===== config.mk =====
export PLATFORM = sky130hd
export DESIGN_NAME = alu_logic_arbiter
export DESIGN_NICKNAME = d
export VERILOG_FILES = /design/src/rtl/alu_pkg.sv /design/src/rtl/alu_logic_unit.sv /design/src/rtl/alu_logic_arbiter.sv
export SDC_FILE = /design/constraint.sdc
export NUM_CORES = 1
export LEC_CHECK = 0
export ABC_AREA = 1
export CORE_ASPECT_RATIO = 0.5
export CORE_MARGIN = 2
export CORE_UTILIZATION = 46
export DETAILED_ROUTE_END_ITERATION = 8
export GPL_ROUTABILITY_DRIVEN = 0
export GPL_TIMING_DRIVEN = 0
export PLACE_DENSITY = 0.76
export SYNTH_ARGS = -nofsm -noshare
export SYNTH_HDL_FRONTEND = slang
export SYNTH_SLANG_ARGS = --single-unit
export TNS_END_PERCENT = 10

===== constraint.sdc =====
create_clock -name clk -period 1.6 [get_ports clk]
set_clock_uncertainty 0.2 [all_clocks]
set_input_delay 0.16 -clock clk [delete_from_list [all_inputs] [get_ports clk]]
set_output_delay 0.16 -clock clk [all_outputs]
set_load 0.01 [all_outputs]

===== src/rtl/alu_pkg.sv =====
// Shared definitions for the two-requester bitwise logic unit scheduler:
// opcode numbering and scheduler state encoding.
package alu_pkg;

  // Opcode numbering of the combinational logic unit
  localparam int OP_AND  = 0;
  localparam int OP_OR   = 1;
  localparam int OP_XOR  = 2;
  localparam int OP_NAND = 3;
  localparam int OP_NOR  = 4;
  localparam int OP_XNOR = 5;
  localparam int OP_NOTA = 6;
  localparam int OP_PASS = 7;

  // Scheduler sequencing: accept one op, evaluate it, hold the result
  typedef enum logic [1:0] {
    S_IDLE = 2'd0,
    S_EXEC = 2'd1,
    S_DONE = 2'd2
  } state_t;

endpackage


===== src/rtl/alu_logic_unit.sv =====
// Purely combinational WIDTH-bit bitwise gate datapath selected by opcode.
module alu_logic_unit
  import alu_pkg::*;
#(
  parameter int WIDTH = 16,
  parameter int OPW   = 3
) (
  input  logic [OPW-1:0]   op,
  input  logic [WIDTH-1:0] a,
  input  logic [WIDTH-1:0] b,
  output logic [WIDTH-1:0] r
);

  // Select one bitwise function; unknown opcodes yield zero
  always_comb begin
    r = '0;
    case (op)
      OPW'(OP_AND):  r = a & b;
      OPW'(OP_OR):   r = a | b;
      OPW'(OP_XOR):  r = a ^ b;
      OPW'(OP_NAND): r = ~(a & b);
      OPW'(OP_NOR):  r = ~(a | b);
      OPW'(OP_XNOR): r = ~(a ^ b);
      OPW'(OP_NOTA): r = ~a;
      OPW'(OP_PASS): r = a;
      default:       r = '0;
    endcase
  end

endmodule


===== src/rtl/alu_logic_arbiter.sv =====
// Round-robin scheduler in front of the shared logic unit. Accepts one op
// from either requester while idle, evaluates it, then holds the tagged
// result until the consumer takes it. One op in flight at a time.
module alu_logic_arbiter
  import alu_pkg::*;
#(
  parameter int WIDTH = 16,
  parameter int OPW   = 3
) (
  input  logic             clk,
  input  logic             rst_n,
  input  logic             req0_valid,
  output logic             req0_ready,
  input  logic [OPW-1:0]   req0_op,
  input  logic [WIDTH-1:0] req0_a,
  input  logic [WIDTH-1:0] req0_b,
  input  logic             req1_valid,
  output logic             req1_ready,
  input  logic [OPW-1:0]   req1_op,
  input  logic [WIDTH-1:0] req1_a,
  input  logic [WIDTH-1:0] req1_b,
  output logic             res_valid,
  input  logic             res_ready,
  output logic [WIDTH-1:0] res_data,
  output logic             res_id,
  output logic             res_zero
);

  state_t           state;
  logic [OPW-1:0]   op_reg;
  logic [WIDTH-1:0] a_reg;
  logic [WIDTH-1:0] b_reg;
  logic             id_reg;
  logic             last_id;
  logic             grant_any;
  logic             grant_id;
  logic             accept;
  logic [WIDTH-1:0] alu_r;

  // Pick the winner: a lone requester always wins, a tie goes to the one not served last
  always_comb begin
    grant_any = req0_valid | req1_valid;
    grant_id  = 1'b0;
    if (req0_valid && req1_valid) begin
      grant_id = ~last_id;
    end else begin
      grant_id = req1_valid;
    end
  end

  // Ready only while idle and out of reset, so a reset cycle never hands out a grant
  assign accept     = rst_n && (state == S_IDLE) && grant_any;
  assign req0_ready = accept && !grant_id;
  assign req1_ready = accept && grant_id;

  alu_logic_unit #(
    .WIDTH(WIDTH),
    .OPW  (OPW)
  ) u_unit (
    .op(op_reg),
    .a (a_reg),
    .b (b_reg),
    .r (alu_r)
  );

  // Sequencer: capture on grant, register result, hold until consumed
  always_ff @(posedge clk) begin
    if (!rst_n) begin
      state     <= S_IDLE;
      op_reg    <= '0;
      a_reg     <= '0;
      b_reg     <= '0;
      id_reg    <= 1'b0;
      last_id   <= 1'b1;
      res_valid <= 1'b0;
      res_data  <= '0;
      res_id    <= 1'b0;
      res_zero  <= 1'b0;
    end else begin
      case (state)
        S_IDLE: begin
          if (grant_any) begin
            op_reg  <= grant_id ? req1_op : req0_op;
            a_reg   <= grant_id ? req1_a  : req0_a;
            b_reg   <= grant_id ? req1_b  : req0_b;
            id_reg  <= grant_id;
            last_id <= grant_id;
            state   <= S_EXEC;
          end
        end
        S_EXEC: begin
          res_data  <= alu_r;
          res_zero  <= (alu_r == '0);
          res_id    <= id_reg;
          res_valid <= 1'b1;
          state     <= S_DONE;
        end
        S_DONE: begin
          if (res_ready) begin
            res_valid <= 1'b0;
            state     <= S_IDLE;
          end
        end
        default: begin
          res_valid <= 1'b0;
          state     <= S_IDLE;
        end
      endcase
    end
  end

endmodule


==> flow_metrics.tcl, run 1 <==
set metrics [dict create \
    status "finished with violations" \
    violations "negative setup slack" \
    fin_crit_sh_pct 126.6 \
    dp_hpwl_mm 10.03 \
    cts_root_buf "clkbuf_16" \
    syn_area_mm2 0.004116 \
    synth_top_cells_by_area "dfxtp_1, nand2_1, ha_1, o21ai_0, inv_1" \
    hold_class "in2reg" \
    cts_tree "done" \
    htreeDepth 3 \
    worstPathArrival_ns 2.09 \
    synthArstFlopShare_pct 0 \
    diodes 0 \
    yosysSeqAreaShare_pct 28.21 \
    globalRouteTotalUtil_pct 32.60 \
    crit_type "reg2reg" \
    syn_avg_cell_area_um2 6.218 \
    netSwitchingFraction_pct 37.62 \
    antenna_left 0 \
    synth_top_area_share_pct 28.21 \
    die_x_um 137.8 \
    cts.sinks 58 \
    cp.required_ns 1.67 \
    dr.pass1.iters 7 \
    numCtsBuffers 9 \
    yosysMostFrequentCell "nand2_1" \
    first_iter_violations 561 \
    ir_drop_mv 0.6130 \
    ctsLongestPathBuffers 2 \
    drive_gt1_share_pct 24.27 \
    synthCells 662 \
    vias 5416 \
    coreArea_mm2 0.008708 \
    core.rowCount 24 \
    worst_hold_slack_ns 0.1632 \
    relSlewSlack_pct 61.89 \
    clock_power_share_pct 28.6 \
    synth_ff_type "dfxtp_1" \
    dieArea_mm2 0.009767 \
    synth_top_cell_by_area "dfxtp_1" \
    synth.top_cells.by_count "nand2_1, inv_1, o21ai_0, nor2_1, dfxtp_1" \
    period_needed_ns 2.026 \
    first_global_vias 5001 \
    finalHoldViolCount 0 \
    cap_viol_max_count 0 \
    die_h_um 70.89 \
    syn_to_final_growth_pct 59.57 \
    cp-end-kind "flip-flop" \
    final_cells 937 \
    switchingPower_mw 2.508 \
    nets 922 \
    tightest_slew_ns 0.5717 \
    drc 0 \
    ys_types 27 \
    setup_viol 28 \
    power_frac_comb_pct 43.8 \
    antenna_found_initial 0 \
    fin_ws_ns -0.4256 \
    synth_fp_nets 769 \
    dp_worst_setup_slack_ns -0.9914 \
    grt_pass1_wl_mm 24.27 \
    rsz0062_at_grt "true" \
    io_buffers 95 \
    io_pins 96 \
    leakagePower_nw 3.167 \
    cts.clk_slew.worst_paths_ns 0.05 \
    synth_edf_count 0 \
    ys_warn_count 0 \
    avgViaCountPerCell 5.780 \
    synth-seq-cells 58 \
    grt_max_degree 11 \
    timing.fmax_mhz 493.7 \
    seq_power_share_pct 27.6 \
    placed_cells 874 \
    power.internal_mw 4.159 \
    drv_slew 0 \
    startpoint_type "flip-flop" \
    wl_mm 16.89 \
    path_max_fanout 4 \
    worst_skew_pair.late_latency_ns 0.34 \
    wire_per_inst_um 18.03 \
    grt_overflow_total 0 \
    cellPowerDensity_mw_per_mm2 1015 \
    initial_core_util_pct 47.27 \
]
==> critical path, stage by stage, from the launching register on <==
cell     delay, ns
dfxtp_1       0.46
inv_1         0.11
ha_1          0.25
o21ai_0       0.21
inv_1         0.08
nor2_1        0.11
nand2_1       0.08
nand2_2       0.08
nand2_1       0.07
nor2_2        0.10
nand3_1       0.09
a21oi_1       0.14
==> power by group through the flow <==
stage	Sequential (mW)	Combinational [mW]	Clock, mW
2_1_floorplan	1.78	1.20	0
4_1_cts	1.81	2.45	1.89
5_1_grt	1.85	3.10	1.97
6_report	1.84	2.92	1.91
3_3_place_gp	1.83	1.86	0
3_5_place_dp	1.83	1.89	0
==> cell families after synthesis <==
kind of cell	after synthesis	share of synthesized area (%)
adder cells (fa/ha/maj)	32	9.726
flip-flops	58	28.21
AO/OA/AOI/OAI	120	15.99
multiplexers	1	0.2432
buffers and inverters	124	12.13
AND/OR/NAND/NOR	327	33.71
==> placed cells by master, fill, tap and decap left out, types with 5 or more instances in the layout <==
master / count
nor2_4: 5
nand4_1: 25
nor2_2: 7
nor2_1: 49
o21ai_0: 61
dfxtp_1: 30
ha_1: 28
buf_2: 5
a21oi_1: 6
dfxtp_2: 18
clkbuf_1: 11
buf_4: 34
clkbuf_2: 7
dlymetal6s2s_1: 8
buf_6: 14
nand2_1: 167
inv_2: 7
clkdlybuf4s50_1: 82
buf_8: 6
o21ai_1: 6
clkbuf_4: 5
inv_1: 69
dfxtp_4: 10
nand2_2: 18
a21oi_2: 5
nand3_1: 25
nand3b_1: 8
nand2_4: 8
a31oi_1: 35
nand3_2: 7
clkbuf_16: 9
==> final timing paths <==
path	slack, ns	cells past startpoint	from	end
worst max-delay path	-0.43	11	a_reg[8]	res_zero
worst min-delay path	0.16	3	req0_valid	state[0]
worst max register to register	-0.43	11	a_reg[8]	res_zero
worst min register to register	0.27	2	res_zero	res_zero
==> repair_timing <==
action | CTS | global route
buffers inserted | 34 | 9
cloned | 6 | 1
endpoints found under the setup margin | 56 | 64
pin swaps | 46 | 38
resized for setup | 132 | 89
hold buffers | 0 | 0
==> per-stage QoR <==
step / power [mW] / utilization (%) / TNS [ns] / cell area, um^2
2_1_floorplan: 2.980 / - / -0.03512 / 4161
3_3_place_gp: 3.690 / 60.39 / -31.09 / 5259
3_5_place_dp: 3.727 / 60.39 / -31.67 / 5259
4_1_cts: 6.157 / 71.84 / -1.955 / 6256
5_1_grt: 6.920 / 75.43 / -5.610 / 6569
6_report: 6.667 / 75.43 / -3.636 / 6569
==> layout make-up <==
class,instances,area [um^2]
Buffer,41,344.1
Clock buffer,11,232.7
Clock inverter,5,55.05
Fill cell,617,2140
Inverter,83,337.8
Multi-Input combinational cell,480,2778
Sequential cell,58,1221
Tap cell,117,146.4
Timing Repair Buffer,142,1454
==> per-layer routing <==
metal | vias up | global-route usage [%] | routed length (um)
li1 | 2473 | - | -
met1 | 2378 | 39.85 | 6466
met2 | 433 | 47.43 | 6804
met3 | 132 | 16.06 | 2591
met4 | 0 | 16.33 | 1031
met5 | - | 3.030 | 0
No activity file was read; power rests on OpenSTA's default activity.
==> run 2: changes to the inputs <==
- CORE_ASPECT_RATIO: 0.5 -> not set
- SKIP_CTS_REPAIR_TIMING: not set -> 1
==> run 2 against run 1 <==
The run still ends with negative setup slack left. Worst setup slack better by 0.14 ns. Final cell count is 4.1% lower. Highest routed layer unchanged. Critical path depth is 1 higher. Utilization is 6.8 points lower. Sequential power hardly changed. Total power is 19% lower. Count of clock-buffer cells in the layout is 1 lower. Clock power is 35% lower. Via count is 7.6% lower. Non-clock buffer count is 29 lower. Flip-flop and latch count stayed put. Design area is 8.9% lower.
==> flow_metrics.tcl, run 2 (synthesis gave the netlist of run 1 again) <==
set metrics [dict create \
    cp-end-kind "flip-flop" \
    cp.required_ns 1.69 \
    ctsLongestPathBuffers 2 \
    cts_tree "done" \
    final_common_cell "nand2_1" \
    critPathBufInv 3 \
    final_cell_mix "nand2_1, clkdlybuf4s50_1, inv_1, o21ai_0, nor2_1" \
    dp_hpwl_mm 10.45 \
    cts.clk_slew.worst_paths_ns 0.07 \
    fin_ws_ns -0.2888 \
    relSlewSlack_pct 67.99 \
    drv_slew 0 \
    diodes 0 \
    cap_viol_max_count 0 \
    die_x_um 98.60 \
    startpoint_type "flip-flop" \
    hold_class "in2reg" \
    antenna_found_initial 0 \
    globalRouteTotalUtil_pct 28.18 \
    die_h_um 98.60 \
    avgViaCountPerCell 5.567 \
    path_cells "buf_6, inv_4, buf_8, nand3_4, o21ai_1, nor2_1, nand3_2, nor2_2, nand2_1, nor2_2, nand3_2, a21oi_2" \
    io_buffers 95 \
    final_cells 899 \
    setup_viol 35 \
    nets 893 \
    cts.sinks 58 \
    status "finished with violations" \
    tightest_slew_ns 0.4801 \
    first_iter_violations 456 \
    wire_per_inst_um 16.07 \
    grt_pass1_wl_mm 22.07 \
    numCtsBuffers 9 \
    coreArea_mm2 0.008721 \
    cp_slowest_cell "dfxtp_2" \
    vias 5005 \
    crit_family "simple AND/OR/NAND/NOR gates" \
    dp_worst_setup_slack_ns -0.9964 \
    timing.fmax_mhz 529.4 \
    path_max_fanout 10 \
    crit_type "reg2reg" \
    first_global_vias 4805 \
    finalHoldViolCount 0 \
    io_pins 96 \
    rsz0062_at_grt "true" \
    drive_gt1_share_pct 18.46 \
    drc 0 \
    period_needed_ns 1.889 \
    fillers 712 \
    worstPathArrival_ns 1.97 \
    placed_cells 865 \
    leakagePower_nw 3.040 \
    worst_skew_pair.late_latency_ns 0.35 \
    syn_to_final_growth_pct 45.44 \
    setup_tns_ns -2.931 \
    grt_overflow_total 0 \
    fin_crit_sh_pct 118.1 \
    wl_mm 14.45 \
    cellPowerDensity_mw_per_mm2 898.0 \
    antenna_left 0 \
    core.rowCount 34 \
    htreeDepth 3 \
    initial_core_util_pct 47.20 \
    dieArea_mm2 0.009722 \
    grt_max_degree 12 \
    cts_root_buf "clkbuf_8" \
    max_stage_delay_ns 0.34 \
    violations "negative setup slack" \
    dr.pass1.iters 6 \
    ir_drop_mv 0.5155 \
]
-- run 2: cell count changes in the layout (fill, tap and decap cells not counted), moves of 8 or more --
cell | previous run | this run
buf_4 | 34 | 20
clkdlybuf4s50_1 | 82 | 74
dlymetal6s2s_1 | 8 | 19
nand2_1 | 167 | 181
nand2_2 | 18 | 10
-- run 2: metal layers --
metal / track usage (%) / part of all wire, % / vias to the layer above
met2: 46.57 / 48 / 269
met5: 0 / 0 / -
li1: - / - / 2407
met1: 34.51 / 41 / 2283
met4: 13.70 / 2.6 / 0
met3: 6.596 / 9.2 / 46
-- run 2: power breakdown --
| group | internal [mW] | switching [mW] |
|---|---|---|
| logic | 1.00 | 1.28 |
| registers | 1.64 | 0.203 |
| clock network | 0.602 | 0.645 |
-- run 2: metrics by stage --
step           hold slack, ns  total power [mW]  util (%)  instance area, um^2
2_1_floorplan          0.1134             2.980         -                 4161
3_3_place_gp           0.2427             3.658     60.17                 5248
3_5_place_dp           0.2643             3.725     60.17                 5248
4_1_cts                0.1805             4.945     62.22                 5426
5_1_grt               0.06262             5.681     68.65                 5987
6_report              0.07239             5.376     68.65                 5987
-- run 2: cell type report --
type / instances / area (um^2) / area share [%]
well taps: 108 / 135.1 / 2.257
clock buffers: 10 / 137.6 / 2.299
repair buffers: 114 / 1164 / 19.44
plain buffers: 40 / 312.8 / 5.225
clock inverters: 6 / 41.29 / 0.6897
inverters: 83 / 330.3 / 5.517
flip-flops and latches: 58 / 1227 / 20.50
multi-input cells: 480 / 2639 / 44.08
-- run 2: path summary, 6_finish.rpt --
check	depth (start not counted)	start	slack [ns]	endpoint
setup / recovery	12	op_reg[2]	-0.29	res_zero
setup reg to reg	12	op_reg[2]	-0.29	res_zero
hold reg to reg	2	last_id	0.28	last_id
hold / removal	3	rst_n	0.07	state[0]
-- run 2: worst min-delay path, cell delays in order --
cell and delay (ns):
dlymetal6s2s_1 0.22, clkinvlp_4 0.15, nor2_1 0.05
==> run 3: changes to the inputs <==
- CAP_MARGIN: not set -> 5
- CORE_ASPECT_RATIO: not set -> 1.75
==> run 3 against run 2 <==
The run still ends with negative setup slack left. Final cell count is 0.89% higher. Non-clock buffer count is 1 lower. Register-to-register slack worse by 0.08 ns. Critical path depth stayed put. Flip-flop and latch count stayed put. Die area is 0.30% higher. Sequential share of layout area is 0.58 points lower. First-iteration DRC count is 19% lower. Clock power is 68% higher.
==> flow_metrics.tcl, run 3 (synthesis gave the netlist of run 1 again) <==
set metrics [dict create \
    grt_max_degree 12 \
    fin_area_mm2 0.005986 \
    finalHoldViolCount 0 \
    nets 892 \
    hold_class "in2reg" \
    cellPowerDensity_mw_per_mm2 1024 \
    placed_cell_area_mm2 0.005259 \
    worstPathArrival_ns 2.04 \
    cts_root_buf "clkbuf_16" \
    antenna_left 0 \
    drive_gt1_share_pct 14.56 \
    syn_to_final_growth_pct 45.41 \
    antenna_found_initial 0 \
    cts.clk_slew.worst_paths_ns 0.05 \
    rsz0062_at_grt "true" \
    cp.required_ns 1.67 \
    crit_family "simple AND/OR/NAND/NOR gates" \
    worst_hold_slack_ns 0.01287 \
    io_pins 96 \
    avgViaCountPerCell 5.440 \
    placed_cells 874 \
    startpoint_type "flip-flop" \
    core.rowCount 45 \
    globalRouteTotalUtil_pct 28.48 \
    wl_mm 13.96 \
    wire_per_inst_um 15.39 \
    crit_type "reg2reg" \
    die_h_um 129.1 \
    numCtsBuffers 9 \
    path_cells "inv_1, ha_1, inv_1, nand3_1, o21ai_0, nor2_1, nand2_1, nand2_1, nand2_1, nor2_2, nand3_1, a21oi_2" \
    diodes 0 \
    htreeDepth 3 \
    leakagePower_nw 2.868 \
    die_x_um 75.51 \
    drv_slew 0 \
    drc 0 \
    violations "negative setup slack" \
    dr.pass1.iters 5 \
    ir_drop_mv 1.036 \
    coreArea_mm2 0.008671 \
    first_iter_violations 370 \
    fin_crit_sh_pct 123.0 \
    dp_hpwl_mm 10.27 \
    cts_tree "done" \
    crit_top_cell "nand2_1" \
    power_mw 6.127 \
    path_max_fanout 3 \
    max_stage_delay_ns 0.38 \
    relSlewSlack_pct 65.84 \
    final_cells 907 \
    setup_viol 36 \
    first_global_vias 4589 \
    dieArea_mm2 0.009751 \
    cp-end-kind "flip-flop" \
    multi_input_area_mm2 0.002555 \
    initial_core_util_pct 47.47 \
    vias 4934 \
    status "finished with violations" \
    fin_ws_ns -0.3688 \
    period_needed_ns 1.969 \
    critPathBufInv 2 \
    fillers 755 \
    grt_pass1_wl_mm 21.16 \
    io_buffers 95 \
    grt_overflow_total 0 \
    timing.fmax_mhz 507.9 \
    tightest_slew_ns 0.5125 \
    seq_area_mm2 0.001192 \
    cap_viol_max_count 0 \
    cp_slowest_cell "dfxtp_1" \
    ctsLongestPathBuffers 2 \
    worst_skew_pair.late_latency_ns 0.34 \
    cts.sinks 58 \
    final_common_cell "nand2_1" \
    final_cell_mix "nand2_1, clkdlybuf4s50_1, inv_1, o21ai_0, nor2_1" \
]
## run 3: changes by cell type in the layout (fill, tap and decap cells not counted), sizes merged
| cell | change |
|---|---|
| clkbuf | -1 |
| dlymetal6s2s | -12 |
| inv | -1 |
| clkdlybuf4s50 | +12 |
| clkinvlp | -2 |
| bufinv | +2 |
| clkinv | +1 |
## run 3: final timing paths
kind / from / endpoint / slack, ns / depth (start not counted)
worst max-delay path: a_reg[2] / res_zero / -0.37 / 12
worst min-delay path: req0_valid / state[0] / 0.01 / 3
worst min register to register: last_id / last_id / 0.26 / 2
worst max register to register: a_reg[2] / res_zero / -0.37 / 12
## run 3: through the flow
step           util [%]  TNS (ns)  setup slack, ns
2_1_floorplan         -  -0.03512         -0.03512
3_3_place_gp      60.65    -29.32          -0.9694
3_5_place_dp      60.65    -31.04          -0.9904
4_1_cts           64.44    -19.83           -1.035
5_1_grt           69.03    -7.977          -0.4177
6_report          69.03    -3.735          -0.3688
## run 3: final cells by class
type,instances,share of cell area [%]
buffer,41,5.456
multi-input combinational,480,42.68
tap,117,2.446
clock inverter,6,1.505
timing repair buffer,112,18.56
clock buffer,10,3.992
inverter,83,5.435
sequential,58,19.92
## run 3: worst min-delay path, delay by kind of cell
| kind | cells | cell delay (ns) |
|---|---|---|
| AO/OA/AOI/OAI | 1 | 0.12 |
| buffers and inverters | 1 | 0.14 |
| AND/OR/NAND/NOR | 1 | 0.10 |
## run 3: report_power, final
group,internal [mW],switching (mW),total [mW]
Sequential,1.64,0.176,1.81
Combinational,0.969,1.25,2.22
Clock,1.40,0.694,2.10
Total,4.01,2.12,6.13
## run 3: layer usage
layer	vias to the layer above	share of wire (%)	global-route usage [%]
li1	2417	-	-
met1	2205	35	29.59
met2	242	51	49.82
met3	70	6.5	6.065
met4	0	6.8	18.06
met5	-	0	0
